===== src/rtl/arb_mux_if.sv =====
// Channel bundle for arb_mux: N request lanes in, one registered beat out.
// The last_in lanes exist only when ARB_MUX_LOCK_EN is defined.
interface arb_mux_if #(
    parameter int WIDTH = 32,
    parameter int N     = 4,
    parameter int SEL_W = $clog2(N)
);
    logic [N-1:0]       valid_in;
    logic [N*WIDTH-1:0] data_in;
    logic [N-1:0]       ready_out;
    logic               valid_out;
    logic [WIDTH-1:0]   data_out;
    logic [SEL_W-1:0]   sel_out;
    logic               ready_in;
`ifdef ARB_MUX_LOCK_EN
    logic [N-1:0]       last_in;

    // master: requesters plus downstream sink; slave: the arbiter itself
    modport master (
        output valid_in, data_in, ready_in, last_in,
        input  ready_out, valid_out, data_out, sel_out
    );
    modport slave (
        input  valid_in, data_in, ready_in, last_in,
        output ready_out, valid_out, data_out, sel_out
    );
`else
    modport master (
        output valid_in, data_in, ready_in,
        input  ready_out, valid_out, data_out, sel_out
    );
    modport slave (
        input  valid_in, data_in, ready_in,
        output ready_out, valid_out, data_out, sel_out
    );
`endif
endinterface


===== src/rtl/arb_mux.sv =====
// N-channel arbitrating mux (fixed priority or round-robin) feeding a one-deep
// valid/ready output register. Define ARB_MUX_LOCK_EN to enable burst locking.
module arb_mux #(
    parameter int WIDTH = 32,
    parameter int N     = 4,
    parameter int RR    = 1,
    parameter int SEL_W = $clog2(N)
) (
    input  logic     clk_in,
    input  logic     rstn_in,
    arb_mux_if.slave bus
);
    logic             r_valid;
    logic [WIDTH-1:0] r_data;
    logic [SEL_W-1:0] r_sel;
    logic [SEL_W-1:0] r_ptr;

    logic             w_space;
    logic [N-1:0]     w_grant;
    logic [SEL_W-1:0] w_gnt_idx;
    logic [N-1:0]     w_ready;
    logic [N-1:0]     w_take;
    logic             w_xfer;
    logic [SEL_W-1:0] w_next_ptr;

    // Reset is folded in so nothing is accepted while the block is held.
    assign w_space = rstn_in & (~r_valid | bus.ready_in);

`ifdef ARB_MUX_LOCK_EN
    typedef enum logic {S_IDLE, S_LOCKED} lock_state_t;

    lock_state_t      r_state;
    logic [SEL_W-1:0] r_owner;
    logic             w_last;

    assign w_last = |(w_take & bus.last_in);

    always_ff @(posedge clk_in) begin
        if (!rstn_in) begin
            r_state <= S_IDLE;
            r_owner <= '0;
        end else if (w_xfer) begin
            if (w_last) begin
                r_state <= S_IDLE;
            end else begin
                r_state <= S_LOCKED;
                r_owner <= w_gnt_idx;
            end
        end
    end
`endif

    always_comb begin : arbitrate
        int   idx;
        logic found;
        // NOTE: every always_comb output gets a default first so no path infers a latch.
        idx       = 0;
        found     = 1'b0;
        w_grant   = '0;
        w_gnt_idx = '0;
        for (int k = 0; k < N; k++) begin
            idx = (RR != 0) ? int'(r_ptr) + k : k;
            if (idx >= N) idx = idx - N;
            for (int i = 0; i < N; i++) begin
                if (!found && i == idx && bus.valid_in[i]) begin
                    found      = 1'b1;
                    w_grant[i] = 1'b1;
                    w_gnt_idx  = SEL_W'(i);
                end
            end
        end
`ifdef ARB_MUX_LOCK_EN
        // The owner keeps the grant even while its valid is low.
        if (r_state == S_LOCKED) begin
            w_grant   = '0;
            w_gnt_idx = r_owner;
            for (int i = 0; i < N; i++) begin
                if (SEL_W'(i) == r_owner) w_grant[i] = 1'b1;
            end
        end
`endif
    end

    assign w_ready    = w_grant & {N{w_space}};
    assign w_take     = bus.valid_in & w_ready;
    assign w_xfer     = |w_take;
    assign w_next_ptr = (w_gnt_idx == SEL_W'(N - 1)) ? '0 : w_gnt_idx + SEL_W'(1);

    // NOTE: sequential state uses non-blocking assignments only, so every
    // register samples pre-edge values regardless of statement order.
    always_ff @(posedge clk_in) begin
        if (!rstn_in) begin
            r_valid <= 1'b0;
            r_data  <= '0;
            r_sel   <= '0;
            r_ptr   <= '0;
        end else if (w_xfer) begin
            r_valid <= 1'b1;
            r_sel   <= w_gnt_idx;
            r_ptr   <= w_next_ptr;
            for (int i = 0; i < N; i++) begin
                if (w_take[i]) r_data <= bus.data_in[i*WIDTH +: WIDTH];
            end
        end else if (bus.ready_in) begin
            r_valid <= 1'b0;
        end
    end

    assign bus.ready_out = w_ready;
    assign bus.valid_out = r_valid;
    assign bus.data_out  = r_data;
    assign bus.sel_out   = r_sel;
endmodule


===== src/flat_wrapper.sv =====
// flat-port wrapper written by rule: the top's interface ports become plain ports
module arb_mux_flat 
#(
    parameter int WIDTH = 32,
    parameter int N     = 4,
    parameter int RR    = 1,
    parameter int SEL_W = $clog2(N)
)
  (clk_in, rstn_in, bus_valid_in, bus_data_in, bus_ready_in, bus_ready_out, bus_valid_out, bus_data_out, bus_sel_out);
  arb_mux_if #(.WIDTH(WIDTH), .N(N), .SEL_W(SEL_W)) bus_i ();
  input  logic clk_in;
  input  logic rstn_in;
  input wire logic [$bits(bus_i.valid_in)-1:0] bus_valid_in;
  input wire logic [$bits(bus_i.data_in)-1:0] bus_data_in;
  input wire logic [$bits(bus_i.ready_in)-1:0] bus_ready_in;
  output wire logic [$bits(bus_i.ready_out)-1:0] bus_ready_out;
  output wire logic [$bits(bus_i.valid_out)-1:0] bus_valid_out;
  output wire logic [$bits(bus_i.data_out)-1:0] bus_data_out;
  output wire logic [$bits(bus_i.sel_out)-1:0] bus_sel_out;
  assign bus_i.valid_in = bus_valid_in;
  assign bus_i.data_in = bus_data_in;
  assign bus_i.ready_in = bus_ready_in;
  assign bus_ready_out = bus_i.ready_out;
  assign bus_valid_out = bus_i.valid_out;
  assign bus_data_out = bus_i.data_out;
  assign bus_sel_out = bus_i.sel_out;
  arb_mux #(.WIDTH(WIDTH), .N(N), .RR(RR), .SEL_W(SEL_W)) u_core (.clk_in(clk_in), .rstn_in(rstn_in), .bus(bus_i));
endmodule

===== config.mk =====
export PLATFORM = sky130hd
export DESIGN_NAME = arb_mux_flat
export DESIGN_NICKNAME = d
export VERILOG_FILES = /design/src/rtl/arb_mux_if.sv /design/src/rtl/arb_mux.sv /design/src/flat_wrapper.sv
export SDC_FILE = /design/constraint.sdc
export NUM_CORES = 1
export LEC_CHECK = 0
export CAP_MARGIN = 20
export CORE_MARGIN = 2
export CORE_UTILIZATION = 30
export CTS_CLUSTER_DIAMETER = 120
export DETAILED_ROUTE_END_ITERATION = 7
export PLACE_DENSITY_LB_ADDON = 0.3
export SYNTH_ARGS = -nofsm -noshare
export SYNTH_HDL_FRONTEND = slang
export SYNTH_SLANG_ARGS = --single-unit
export TNS_END_PERCENT = 1

===== constraint.sdc =====
create_clock -name clk_in -period 5.8 [get_ports clk_in]
set_input_delay 1.45 -clock clk_in [delete_from_list [all_inputs] [get_ports clk_in]]
set_output_delay 1.45 -clock clk_in [all_outputs]
set_load 0.03 [all_outputs]

# Word level (Yosys, flattened, before mapping)
# Cells that the tools add are included.
dict set report classes {
  addsub 8
  order_cmp 4
  n_eq_ne 13
  muxes 56
  bitwise_logic 5
  reduce_logical 54
}
# cell count
set op_table {}
lappend op_table {{$eq 3x32->1 const A} 8}
lappend op_table {{$mux 32} 8}
lappend op_table {{$eq 2x32->1 const A} 4}
lappend op_table {{$logic_not 32->1} 4}
lappend op_table {{$ge 32x4->1 const B} 3}
lappend op_table {{$sub 32x4->32 const B} 3}
lappend op_table {{$mux 1} 33}
lappend op_table {{$logic_and 1x1->1} 31}
lappend op_table {{$mux 2} 15}
lappend op_table {{$logic_not 1->1} 15}
lappend op_table {{$and 4x4->4} 2}
lappend op_table {{$add 2x2->3 const B} 2}
lappend op_table {{$reduce_bool 4->1} 1}
lappend op_table {{$reduce_or 4->1} 1}
lappend op_table {{$sub 2x3->4 const B} 1}
lappend op_table {{$add 2x1->3 const B} 1}
lappend op_table {{$ge 2x3->1 const B} 1}
lappend op_table {{$add 2x1->2 const B} 1}
lappend op_table {{$eq 2x2->1 const B} 1}
lappend op_table {{$reduce_and 2->1} 1}
lappend op_table {{$reduce_bool 2->1} 1}
lappend op_table {{$and 1x1->1} 1}
lappend op_table {{$not 1->1} 1}
lappend op_table {{$or 1x1->1} 1}
dict set report word_totals {
  reg_bits 37
  in_bits 135
  output_inout_bits 39
  wordCells 144
}

# Depth between registers and ports, before layout
# Gate-level depths: netlist of run 1.
dict set report depth {
  word_depth 71
  mapped_depth 10
  depth_no_buf 8
}

# Least setup slack after synthesis of run 1
# OpenSTA, ideal clock, no wires.
dict set report synth_timing {
  path_type {in2out}
  from {input port bus_valid_in[0]}
  to {output port bus_ready_out[2]}
  arrival_time_ns 2.686
  required_time_ns 4.350
  path_slack_ns 1.664
  path_stages 6
  path_buffers 2
  cell_sequence {buf_6 -> nor2b_1 -> nor3_1 -> o31ai_4 -> clkbuf_1 -> nor2_1}
}
dict set report synth_between {
  elab_chain_cells 59
  elab_cells_between_ends 62
  classes_between {mux (18); bitwise (1); reduce/logical (43)}
}
# item line_no
set synth_lines {}
lappend synth_lines {{from (decl)} flat_wrapper.sv:13} ;# input wire logic [$bits(bus_i.valid_in)-1:0] bus_valid_in;
lappend synth_lines {{$logic_and 1x1->1} arb_mux.sv:65} ;# if (!found && i == idx && bus.valid_in[i]) begin
lappend synth_lines {{$mux 1} arb_mux.sv:65}
lappend synth_lines {{$logic_not 1->1} arb_mux.sv:65}
lappend synth_lines {{$logic_and 1x1->1 (2 in a row)} arb_mux.sv:65}
lappend synth_lines {{$mux 1} arb_mux.sv:65}
lappend synth_lines {{$logic_not 1->1} arb_mux.sv:65}
lappend synth_lines {{$logic_and 1x1->1 (2 in a row)} arb_mux.sv:65}
lappend synth_lines {{$mux 1} arb_mux.sv:65}
lappend synth_lines {{[39 not listed]} n/a}
lappend synth_lines {{$mux 1} arb_mux.sv:65}
lappend synth_lines {{$logic_not 1->1} arb_mux.sv:65}
lappend synth_lines {{$logic_and 1x1->1 (2 in a row)} arb_mux.sv:65}
lappend synth_lines {{$mux 1} arb_mux.sv:65}
lappend synth_lines {{$logic_not 1->1} arb_mux.sv:65}
lappend synth_lines {{$logic_and 1x1->1 (2 in a row)} arb_mux.sv:65}
lappend synth_lines {{$mux 1 *} arb_mux.sv:65}
lappend synth_lines {{$and 4x4->4 *} arb_mux.sv:84} ;# assign w_ready = w_grant & {N{w_space}};
lappend synth_lines {{to (decl)} flat_wrapper.sv:16} ;# output wire logic [$bits(bus_i.ready_out)-1:0] bus_ready_out;
# Every way passes the cells marked *; elsewhere a longest branch is shown, timed or not.

# Final worst setup path of run 1
dict set report layout_timing {
  from {input port bus_valid_in[2]}
  to {output port bus_ready_out[3]}
}
dict set report layout_between {
  elab_chain_cells 55
  elab_cells_between_ends 58
  classes_between {mux (17); bitwise (1); reduce/logical (40)}
}
# item line_no
set layout_lines {}
lappend layout_lines {{$logic_and 1x1->1} arb_mux.sv:65}
lappend layout_lines {{$mux 1} arb_mux.sv:65}
lappend layout_lines {{$logic_not 1->1} arb_mux.sv:65}
lappend layout_lines {{$logic_and 1x1->1 (2 in a row)} arb_mux.sv:65}
lappend layout_lines {{$mux 1} arb_mux.sv:65}
lappend layout_lines {{$logic_not 1->1} arb_mux.sv:65}
lappend layout_lines {{$logic_and 1x1->1 (2 in a row)} arb_mux.sv:65}
lappend layout_lines {{$mux 1} arb_mux.sv:65}
lappend layout_lines {{[35 not listed]} n/a}
lappend layout_lines {{$mux 1} arb_mux.sv:65}
lappend layout_lines {{$logic_not 1->1} arb_mux.sv:65}
lappend layout_lines {{$logic_and 1x1->1 (2 in a row)} arb_mux.sv:65}
lappend layout_lines {{$mux 1} arb_mux.sv:65}
lappend layout_lines {{$logic_not 1->1} arb_mux.sv:65}
lappend layout_lines {{$logic_and 1x1->1 (2 in a row)} arb_mux.sv:65}
lappend layout_lines {{$mux 1 *} arb_mux.sv:65}
lappend layout_lines {{$and 4x4->4 *} arb_mux.sv:84}
# Marks and branches as above.

==> impl_metrics.yaml, run 1 <==
status:
  status: "complete, no violations"
sta:
  slew_headroom_pct: 37.6
  setup_slack_ns: 0.898
  whs_ns: 0.521
  grt_setup_unrepaired: "no"
  slew_violations: 0
  finalCritPeriodShare_pct: 84.5
  hold_viol_final: 0
  clock_skew_ns: 0.00641
  setup-violations-final: 0
  tightest_slew_ns: 0.936
  fmax_ghz: 0.204
  setup_tns_ns: 0
  post-route-min-period_ns: 4.90
placed_design:
  place_hpwl_um: 6280
  placed_cell_area_um2: 3900
  gp_congestion: 0.833
  place_inst: 497
  numPortBuffers: 173
  place_ws_ns: 0.890
logic_synthesis:
  yosysTopAreaCellShare_pct: 35.2
  synth.avg_cell_area_um2: 8.42
  synthMuxAreaShare_pct: 0
  yosys-top-cells-count: "o22ai_1, dfxtp_1, a21oi_1"
  synth_cell_types: 37
  synth_compound_area_share_pct: 48.0
  synth-edff-count: 0
  synth_ff_type: "dfxtp_1"
  netlist_area_um2: 2110
  synth-simple-area-share_pct: 9.39
  yosys_warnings: 0
  synthArstFlopShare_pct: 0
  seq_area_frac_synth_pct: 35.2
  synth_fa_ha_area_share_pct: 0.594
  synth.area.top_cells: "dfxtp_1, o22ai_1, o221ai_1, a22oi_1, a21oi_1"
  synth-seq-cells: 37
  synth_nets: 386
  synthMostInstantiatedCell: "o22ai_1"
  synth_top_family_by_area: "compound AO/OA/AOI/OAI gates"
  synth_xor_xnor_area_share_pct: 0
  synth_cells: 250
  yosysTopAreaCell: "dfxtp_1"
power_and_ir_drop:
  switching_share_pct: 34.8
  comb_power_share_pct: 45.5
  power.density_nw_per_um2: 228
  clkPwrFrac_pct: 19.9
  p_int_mw: 0.594
  power_switching_mw: 0.317
  p_leak_nw: 1.40
  peakVddDrop_v: 0.000112
  seqPwrFrac_pct: 34.6
  power_mw: 0.910
floorplan:
  start_util_pct: 31.0
  dieHeight_um: 87.8
  core_um2: 6790
  die_w_um: 87.8
  boundaryPins: 174
  rows: 30
  die-area_um2: 7710
clock_tree:
  cts_made_buffers: 5
  cts_resized: 0
  cts.sinks: 37
  cts_setup_buffers: 0
  cts_tree: "built"
  hold_buffers: 0
  cts_root_buffer: "clkbuf_8"
  cts.clk_slew.worst_paths_ns: 0.07
  clock_latency_ns: 0.28
  clk_path_buf_depth: 2
  htree_levels: 2
route:
  highest_layer: "met4"
  drtIter0Drc: 125
  num_vias: 2777
  postRouteAntennaNets: 0
  wl_met1_um: 3590
  dr_wl_met3_um: 876
  route.detailed.drc: 0
  wl_met2_um: 4300
  wl_per_cell_um: 17.6
  drt-vias-per-instance: 5.50
  wirelength_um: 8900
  first_pass_iters: 4
worst_setup_path:
  critical_path_class: "input port to output pin"
  endpoint_kind: "output pin"
  critPathLaunchType: "input port"
  crit_required_ns: 4.35
  r2r-end: "u_core.bus.data_out[28]"
  reg2reg_depth: 5
  regToRegSetupSlack_ns: 3.71
  worstPathMaxFanout: 6
  worstReg2RegStart: "u_core.r_ptr[1]"
  critPathArrivalTime_ns: 3.45
flow_run:
  cap_violations: 0
worst_hold_path:
  hold_path_end: "u_core.bus.sel_out[0]"
  worstHoldPathType: "flip-flop to flip-flop"
  whs_path_depth: 2
  hold_start: "u_core.bus.sel_out[0]"
global_routing:
  grt_overflow: 0
  grt_pass1_wl_um: 13400
  grt_max_degree: 37
  grt_pass1_vias: 2719
  grt_usage_pct: 22.2
  antenna_found_initial: 0
final_layout:
  utilization_pct: 58.9
  area_delta_synth_final_pct: 89.9
  stdcell_count: 505
  n_antenna_cell: 0
  fillers: 631
  seqCellArea_um2: 741
  layout-drive-gt1-share_pct: 5.62
  layout.nets: 545
  multi_input_area_um2: 1240
  final_area_um2: 4000
-- registers in the layout, summed over array words and instances (netlist names) --
register              cells
u_core.bus.sel_out        2
u_core.bus.data_out      32
u_core.bus.valid_out      1
u_core.r_ptr              2
-- power groups by stage --
stage                     Sequential (mW)  Clock, mW  Combinational, mW
after floorplan                     0.387          0              0.140
after global placement              0.319          0              0.407
after detailed placement            0.320          0              0.412
after CTS                           0.315      0.191              0.414
after global routing                0.320      0.201              0.441
final                               0.315      0.181              0.414
-- cell type report --
| class | instances | area share (%) |
|---|---|---|
| flip-flops and latches | 37 | 18.5 |
| well taps | 96 | 3.00 |
| repair buffers | 179 | 45.0 |
| inverters | 3 | 0.282 |
| clock buffers | 7 | 2.16 |
| multi-input cells | 183 | 31.0 |
-- how the worst max path moves through the flow --
stage,from,endpoint
finish,bus_valid_in[2],bus_ready_out[3]
global route,bus_valid_in[2],bus_ready_out[3]
detailed placement,bus_valid_in[2],bus_ready_out[3]
global placement,bus_valid_in[2],bus_ready_out[3]
floorplan,bus_valid_in[0],bus_ready_out[2]
CTS,bus_valid_in[2],bus_ready_out[3]
-- layout by cell type (no fill, tap or decap), types with 4 or more instances in the layout --
cell and n:
a22oi_1 24, nor2_1 7, buf_4 4, clkdlybuf4s50_1 173
a21oi_1 27, dfxtp_1 37, nand2_1 14, o221ai_1 24
a2bb2oi_1 7, clkbuf_8 6, o22ai_1 40, o21ai_0 12
-- worst max-delay path: stages --
cell	delay, ns
clkdlybuf4s50_1	0.54
nor2_2	0.26
o21ai_0	0.22
nor3_4	0.27
clkdlybuf4s50_1	0.71
-- metal layers --
metal | vias up | track usage, %
li1 | 1326 | -
met2 | 144 | 39.6
met4 | 0 | 6.99
met3 | 12 | 6.22
met1 | 1295 | 25.5
met5 | - | 0
-- cells by family after synthesis --
family,count (synthesis)
buffers and inverters,30
adder cells (fa/ha/maj),1
AND/OR/NAND/NOR,38
flip-flops,37
AO/OA/AOI/OAI,144
Note: power is estimated with default switching activity, not from simulation.
==> inputs of run 2 (changes only) <==
==> constraint.sdc (replaced) <==
create_clock -name clk_in -period 4.89 [get_ports clk_in]
set_input_delay 1.2225 -clock clk_in [delete_from_list [all_inputs] [get_ports clk_in]]
set_output_delay 1.2225 -clock clk_in [all_outputs]
set_load 0.03 [all_outputs]
==> impl_metrics.yaml, run 2 (synthesis results as in run 1) <==
floorplan:
  dieHeight_um: 87.8
  die-area_um2: 7710
  boundaryPins: 174
  start_util_pct: 31.0
  rows: 30
  die_w_um: 87.8
  core_um2: 6790
sta:
  slew_headroom_pct: 35.1
  fmax_ghz: 0.227
  tightest_slew_ns: 0.973
  grt_setup_unrepaired: "no"
  slew_violations: 0
  finalCritPeriodShare_pct: 90.1
  hold_viol_final: 0
  post-route-min-period_ns: 4.41
  setup_tns_ns: 0
  whs_ns: 0.497
  setup-violations-final: 0
  clock_skew_ns: 0.0103
worst_hold_path:
  hold_path_end: "u_core.bus.sel_out[0]"
  whs_path_depth: 2
  worstHoldPathType: "flip-flop to flip-flop"
  hold_start: "u_core.bus.sel_out[0]"
power_and_ir_drop:
  peakVddDrop_v: 0.000114
  power_mw: 1.10
  p_leak_nw: 1.40
  power.density_nw_per_um2: 277
final_layout:
  final_cell_mix: "clkdlybuf4s50_1, o22ai_1, dfxtp_1, a21oi_1"
  area_delta_synth_final_pct: 89.4
  layout-drive-gt1-share_pct: 6.34
  n_antenna_cell: 0
  final_common_cell: "clkdlybuf4s50_1"
  layout.nets: 545
  largest_register_ffs: 32
  fillers: 622
worst_setup_path:
  crit_path_top_delay_cell: "clkdlybuf4s50_1"
  crit_family: "buffers and inverters"
  critical_path_class: "input port to output pin"
  path_buf_inv: 2
  worstPathMaxFanout: 9
  max_stage_delay_ns: 0.67
  reg2reg_depth: 5
  cpMostUsedCell: "clkdlybuf4s50_1"
  worstReg2RegStart: "u_core.r_ptr[1]"
  critPathLaunchType: "input port"
  regToRegSetupSlack_ns: 2.77
  critPathArrivalTime_ns: 3.19
  r2r-end: "u_core.bus.data_out[15]"
  path_cells: "clkdlybuf4s50_1 -> nor2b_1 -> nor3_1 -> o31ai_4 -> nor2_1 -> clkdlybuf4s50_1"
  endpoint_kind: "output pin"
  crit_required_ns: 3.67
clock_tree:
  cts_setup_buffers: 0
  cts_resized: 0
  hold_buffers: 0
  clk_path_buf_depth: 2
  cts.sinks: 37
  cts_made_buffers: 5
  htree_levels: 2
  clock_latency_ns: 0.29
  cts.clk_slew.worst_paths_ns: 0.07
  cts_tree: "built"
  cts_root_buffer: "clkbuf_8"
route:
  drt-vias-per-instance: 5.48
  first_pass_iters: 4
  drtIter0Drc: 133
  num_vias: 2772
  wirelength_um: 8790
  postRouteAntennaNets: 0
  wl_per_cell_um: 17.4
  route.detailed.drc: 0
placed_design:
  numPortBuffers: 173
  gp_congestion: 0.824
  place_hpwl_um: 6300
global_routing:
  grt_pass1_wl_um: 13100
  grt_max_degree: 37
  grt_pass1_vias: 2672
  grt_overflow: 0
  antenna_found_initial: 0
  grt_usage_pct: 21.9
status:
  status: "complete, no violations"
flow_run:
  cap_violations: 0
[run 2: report_power, final]
| part | switching [mW] | total [mW] | internal, mW |
|---|---|---|---|
| registers | 0.0271 | 0.374 | 0.346 |
| clock network | 0.112 | 0.239 | 0.128 |
| logic | 0.246 | 0.490 | 0.243 |
| total | 0.385 | 1.10 | 0.717 |
[run 2: how the worst max path moves through the flow]
stage                     cells after the start               end  slack [ns]            start
after global routing                          6  bus_ready_out[2]        0.39  bus_valid_in[0]
final                                         6  bus_ready_out[2]        0.48  bus_valid_in[0]
after global placement                        6  bus_ready_out[2]        0.53  bus_valid_in[0]
after detailed placement                      6  bus_ready_out[2]        0.48  bus_valid_in[0]
after floorplan                               6  bus_ready_out[2]        1.21  bus_valid_in[0]
after CTS                                     6  bus_ready_out[2]        0.47  bus_valid_in[0]
[run 2: cell type report]
| class | instances | area, µm² | area share (%) |
|---|---|---|---|
| clock buffers | 7 | 96.3 | 2.42 |
| repair buffers | 179 | 1770 | 44.5 |
| clock inverters | 1 | 5.00 | 0.126 |
| flip-flops and latches | 37 | 741 | 18.6 |
| inverters | 3 | 11.3 | 0.282 |
| multi-input cells | 183 | 1240 | 31.1 |
| well taps | 96 | 120 | 3.01 |
[run 2: stage by stage]
stage,util (%),cells,area (µm²),setup slack (ns)
2_1_floorplan,-,250,2110,1.21
3_3_place_gp,57.2,498,3890,0.535
3_5_place_dp,57.2,498,3890,0.478
4_1_cts,58.7,506,3990,0.468
5_1_grt,58.7,506,3990,0.389
6_report,58.7,506,3990,0.482
[run 2: tightest hold or removal path: stages (launching register included)]
cell	delay, ns
dfxtp_1	0.31
nor2_1	0.09
a311oi_1	0.05
[run 2: routing by layer]
metal | vias to the layer above | GRT usage [%] | routed length, µm
met5 | - | 0 | 0
met2 | 147 | 39.8 | 4250
met4 | 0 | 5.45 | 98
met1 | 1290 | 24.0 | 3440
li1 | 1325 | - | -
met3 | 10 | 8.01 | 1000
